**config.mk**
```make
export PLATFORM = sky130hd
export DESIGN_NAME = tt_um_nibble_serial_sub8
export DESIGN_NICKNAME = d
export VERILOG_FILES = /design/src/rtl/tt_um_nibble_serial_sub8.sv
export SDC_FILE = /design/constraint.sdc
export NUM_CORES = 1
export LEC_CHECK = 0
export CAP_MARGIN = 20
export CORE_ASPECT_RATIO = 0.7
export CORE_MARGIN = 2
export CORE_UTILIZATION = 44
export DETAILED_ROUTE_END_ITERATION = 12
export PLACE_DENSITY = 0.95
export SKIP_CTS_REPAIR_TIMING = 1
export SLEW_MARGIN = 25
export SYNTH_ARGS = -nofsm -noshare
export SYNTH_HDL_FRONTEND = slang
export SYNTH_SLANG_ARGS = --single-unit
```
**constraint.sdc**
```tcl
create_clock -name clk -period 2.3 [get_ports clk]
set_input_delay 0.46 -clock clk [delete_from_list [all_inputs] [get_ports clk]]
set_output_delay 0.46 -clock clk [all_outputs]
set_load 0.02 [all_outputs]
```
**src/rtl/tt_um_nibble_serial_sub8.sv**
```systemverilog
// tt_um_nibble_serial_sub8: sequential 8-bit subtractor D = A - B.
// Operands arrive one nibble pair per in_valid strobe, low nibble first.
// A single 4-bit prefix-carry subtract slice is reused for both halves,
// and a registered borrow carries the low-half result into the high half.
// Optional feature macro: SUB_SIGNED_OVF_EN (signed overflow flag on uio_out[5]).
//
// Handshake: in_valid (uio_in[0]) is a per-edge strobe with no back-pressure;
// every rising edge with in_valid=1 consumes one nibble pair. abort (uio_in[1])
// is sampled on the same edge and wins over in_valid.
module tt_um_nibble_serial_sub8 (
  input  logic       clk,
  input  logic       rst_n,
  input  logic       ena,
  input  logic [7:0] ui_in,
  input  logic [7:0] uio_in,
  output logic [7:0] uo_out,
  output logic [7:0] uio_out,
  output logic [7:0] uio_oe
);

  typedef enum logic [1:0] {
    S_LO   = 2'd0,
    S_HI   = 2'd1,
    S_DONE = 2'd2
  } state_t;

  state_t     r_state;
  state_t     w_state_nxt;
  logic [3:0] r_lo_stage;
  logic       r_borrow;
  logic [7:0] r_result;
  logic       r_borrow_out;
  logic       r_ovf;

  logic [3:0] w_nib_a;
  logic [3:0] w_nib_b;
  logic       w_valid;
  logic       w_abort;
  logic       w_bin;
  logic [4:0] w_sub;
  logic [3:0] w_d;
  logic       w_bout;
  logic       w_unused;

  // 4-bit subtract a - b - bin as a + ~b + ~bin through a two-level prefix
  // carry network; returns {borrow_out, difference}.
  function automatic logic [4:0] nib_sub(input logic [3:0] a,
                                         input logic [3:0] b,
                                         input logic       bin);
    logic [3:0] bn;
    logic [3:0] g;
    logic [3:0] p;
    logic       c0, c1, c2, c3, c4;
    logic       g10, p10, g32, p32;
    bn  = ~b;
    g   = a & bn;
    p   = a ^ bn;
    c0  = ~bin;
    g10 = g[1] | (p[1] & g[0]);
    p10 = p[1] & p[0];
    g32 = g[3] | (p[3] & g[2]);
    p32 = p[3] & p[2];
    c1  = g[0] | (p[0] & c0);
    c2  = g10 | (p10 & c0);
    c3  = g[2] | (p[2] & c2);
    c4  = g32 | (p32 & c2);
    return {~c4, p ^ {c3, c2, c1, c0}};
  endfunction

  assign w_nib_a  = ui_in[3:0];
  assign w_nib_b  = ui_in[7:4];
  assign w_valid  = uio_in[0];
  assign w_abort  = uio_in[1];
  // Only the high half consumes the stored borrow; the low half starts clean.
  assign w_bin    = (r_state == S_HI) ? r_borrow : 1'b0;
  assign w_sub    = nib_sub(w_nib_a, w_nib_b, w_bin);
  assign w_d      = w_sub[3:0];
  assign w_bout   = w_sub[4];
  assign w_unused = &{1'b0, ena, uio_in[7:2]};

  // State register.
  always_ff @(posedge clk or negedge rst_n) begin
    if (!rst_n) begin
      r_state <= S_LO;
    end else begin
      r_state <= w_state_nxt;
    end
  end

  // Next state: abort returns to S_LO; in S_DONE a strobe starts a new operation.
  always_comb begin
    w_state_nxt = r_state;
    if (w_abort) begin
      w_state_nxt = S_LO;
    end else if (w_valid) begin
      case (r_state)
        S_LO:    w_state_nxt = S_HI;
        S_HI:    w_state_nxt = S_DONE;
        S_DONE:  w_state_nxt = S_HI;
        default: w_state_nxt = S_LO;
      endcase
    end
  end

  // Datapath: stage the low half, commit the full byte on the high half.
  always_ff @(posedge clk or negedge rst_n) begin
    if (!rst_n) begin
      r_lo_stage   <= 4'h0;
      r_borrow     <= 1'b0;
      r_result     <= 8'h00;
      r_borrow_out <= 1'b0;
    end else if (w_abort) begin
      r_borrow <= 1'b0;
    end else if (w_valid) begin
      if (r_state == S_HI) begin
        r_result     <= {w_d, r_lo_stage};
        r_borrow_out <= w_bout;
      end else begin
        r_lo_stage <= w_d;
        r_borrow   <= w_bout;
      end
    end
  end

`ifdef SUB_SIGNED_OVF_EN
  // Signed overflow: operands of different sign and result sign differs from A.
  always_ff @(posedge clk or negedge rst_n) begin
    if (!rst_n) begin
      r_ovf <= 1'b0;
    end else if (!w_abort && w_valid && (r_state == S_HI)) begin
      r_ovf <= (w_nib_a[3] ^ w_nib_b[3]) & (w_nib_a[3] ^ w_d[3]);
    end
  end
`else
  assign r_ovf = 1'b0;
`endif

  assign uo_out  = r_result;
  assign uio_out = {2'b00, r_ovf, (r_state == S_HI), r_borrow_out,
                    (r_state == S_DONE), 2'b00};
  assign uio_oe  = 8'h3C;

endmodule
```
==> results_dict.tcl <==
set metrics [dict create \
    drc 0 \
    grt_usage 0.1665 \
    synth.area.mux_share 0.05650 \
    grt_max_degree 17 \
    hpwl_um 1421 \
    holdCritPathClass "reg2reg" \
    fin_crit_sh 0.9226 \
    gr-total-overflow 0 \
    end_kind "flip-flop" \
    num_antenna_cells 0 \
    synthesis.area_um2 952.2 \
    crit_start "ui_in[5]" \
    initial_utilization 0.4530 \
    fin_nets 145 \
    clock_path_buffers 2 \
    layout_commonest_cell "clkdlybuf4s50_1" \
    die-height_um 42.92 \
    final_area_um2 1196 \
    status "finished clean" \
    yosys.area_share.simple 0.1905 \
    gp_congestion 0.7149 \
    finalHoldViolCount 0 \
    drive_gt1_frac 0.1261 \
    p_total_w 0.001010 \
    avgSynthCellArea_um2 10.13 \
    drv_slew 0 \
    relSlewSlack 0.5330 \
    yosys.area_share.adder 0.09461 \
    powerDensity_nw_per_um2 844.5 \
    synth_cell_types 31 \
    core_area_um2 2102 \
    cp_data_arrival_time_ns 2.30 \
    dieArea_um2 2558 \
    syn_to_final_growth_pct 25.62 \
    setup_slack_ns 0.1779 \
    rsz0062_at_grt "no" \
    nFillCells 190 \
    min_period_ns 2.122 \
    num_vias 710 \
    crit_path_max_fanout 4 \
    ios 43 \
    crit_slowest_cell "clkdlybuf4s50_1" \
    root_buffer "clkbuf_4" \
    synth_compound_area_frac 0.05913 \
    fin_tns_setup_ns 0 \
    maxCapViolCount 0 \
    num_rows 14 \
    clock_skew_ns 0.001170 \
    synth_seq_area_share 0.4205 \
    io_buffers 22 \
    cts_buffers 3 \
    antenna_found_initial 0 \
    wire_per_inst_um 12.76 \
    setup_viol 0 \
    worstPathCellList "clkdlybuf4s50_1 -> inv_1 -> ha_1 -> a21o_1 -> a31oi_1 -> fa_1 -> xnor2_1 -> mux2_2" \
    grt_pass1_wl_um 3146 \
    synth-seq-cells 16 \
    worstPathRequired_ns 2.48 \
    dpl-instance-area_um2 1160 \
    min_from "uo_out[7]$_DFFE_PN0P_" \
    grt_pass1_vias 745 \
    cts.clk_slew.worst_paths_ns 0.09 \
    cts_sinks 16 \
    layout_common_cells "clkdlybuf4s50_1 (22), nand2_1 (20), dfrtp_1 (16)" \
    start_kind "input port" \
    timing.fmax_ghz 0.4712 \
    fp.dieW_um 59.60 \
    clock_latency_ns 0.28 \
    drt_pass1_iterations 4 \
    cts_tree "done" \
    ys_warn_count 0 \
    synth_top_family_by_area "simple AND/OR/NAND/NOR gates" \
    cp_slowest_stage_delay_ns 0.45 \
    via_per_inst 4.965 \
    htreeDepth 1 \
    syn-instance-count 94 \
    dp_slack_ns -0.1304 \
    worstMarginPinSlew_ns 0.6983 \
    leakage_nw 0.5840 \
    path_class "in2reg" \
    ant_nets 0 \
    regToRegStartpoint "r_state[1]$_DFFE_PN0P_" \
    synthXorXnorAreaFrac 0.02760 \
    ir_worst_vdd_uv 284.2 \
    wl_um 1824 \
    drtIter0Drc 8 \
]
kinds of logic (layout without fill, tap and decap cells):
group	Yosys count	after routing
AO/OA/AOI/OAI	8	8
multiplexers	5	5
buffers and inverters	22	36
XOR/XNOR	3	3
adder cells (fa/ha/maj)	6	6
other	2	13
AND/OR/NAND/NOR	32	32
flip-flops	16	16
registers in the layout, summed over array words and instances, names as in the netlist:
| signal | flops |
|---|---|
| uo_out | 8 |
| r_lo_stage | 4 |
| r_state | 2 |
| r_borrow | 1 |
| r_borrow_out | 1 |
routing by layer:
metal	GRT usage	vias to the layer above	routed length, µm
li1	-	326	-
met1	0.1914	340	739
met2	0.2791	36	909
met3	0.02439	8	90
met4	0.1200	0	85
met5	0	-	0
worst max-delay path, delay by kind of cell:
family / cells / cell delay, ns
xor gates and xnor gates: 1 / 0.16
muxes: 1 / 0.27
AOI/OAI and AO/OA: 2 / 0.21
adders and majority gates: 2 / 0.71
buffers and inverters: 2 / 0.49
worst paths after layout:
kind | depth (start not counted) | slack (ns) | endpoint
worst max-delay path | 8 | 0.18 | r_lo_stage[3]$_DFFE_PN0P_
worst min-delay path | 2 | 0.48 | uo_out[7]$_DFFE_PN0P_
worst max register to register | 5 | 0.53 | r_lo_stage[3]$_DFFE_PN0P_
worst min register to register | 2 | 0.48 | uo_out[7]$_DFFE_PN0P_
max in group asynchronous | 1 | 1.27 | r_lo_stage[0]$_DFFE_PN0P_
min in group asynchronous | 1 | 0.59 | uo_out[0]$_DFFE_PN0P_
cell usage after synthesis, drive strengths merged:
cell type	n	area, µm²
mux2i	2	20.02
dfrtp	16	400.4
nand4bb	1	11.26
a32o	1	10.01
fa	2	40.04
nand2	20	75.07
nand2b	1	6.260
xnor2	2	17.52
a31o	1	8.760
nor2	2	7.510
and2	1	6.260
nor3b	1	18.77
and2b	1	7.510
a32oi	1	8.760
conb	2	7.510
o21ai	2	10.01
nor2b	2	20.02
ha	4	50.05
nand3b	1	7.510
and4	1	8.760
xor2	1	8.760
clkbuf	1	3.750
a21o	1	7.510
inv	6	22.52
a31oi	1	6.260
buf	15	110.1
and4bb	1	12.51
a21oi	1	5.000
mux2	3	33.78
area by class of cell:
type                            count  area (µm²)  share of cell area
Inverter                            6       22.52             0.01883
Multi-Input combinational cell     67       456.7              0.3818
Sequential cell                    16       400.4              0.3347
Clock buffer                        4       36.28             0.03033
Tap cell                           24       30.03             0.02510
Timing Repair Buffer               26       250.2              0.2092
where the power goes:
part	switching [W]	internal, W
clock	0.0000872	0.0000964
sequential	0.0000481	0.000369
combinational	0.000210	0.000200
stage by stage:
step,utilization,cells,hold slack [ns]
floorplan,-,105,0.1644
global route,0.5690,143,0.5124
detailed placement,0.5518,139,0.4618
finish,0.5690,143,0.4816
global placement,0.5518,139,0.4553
CTS,0.5690,143,0.4843
Power figures use the tool's default switching activity.
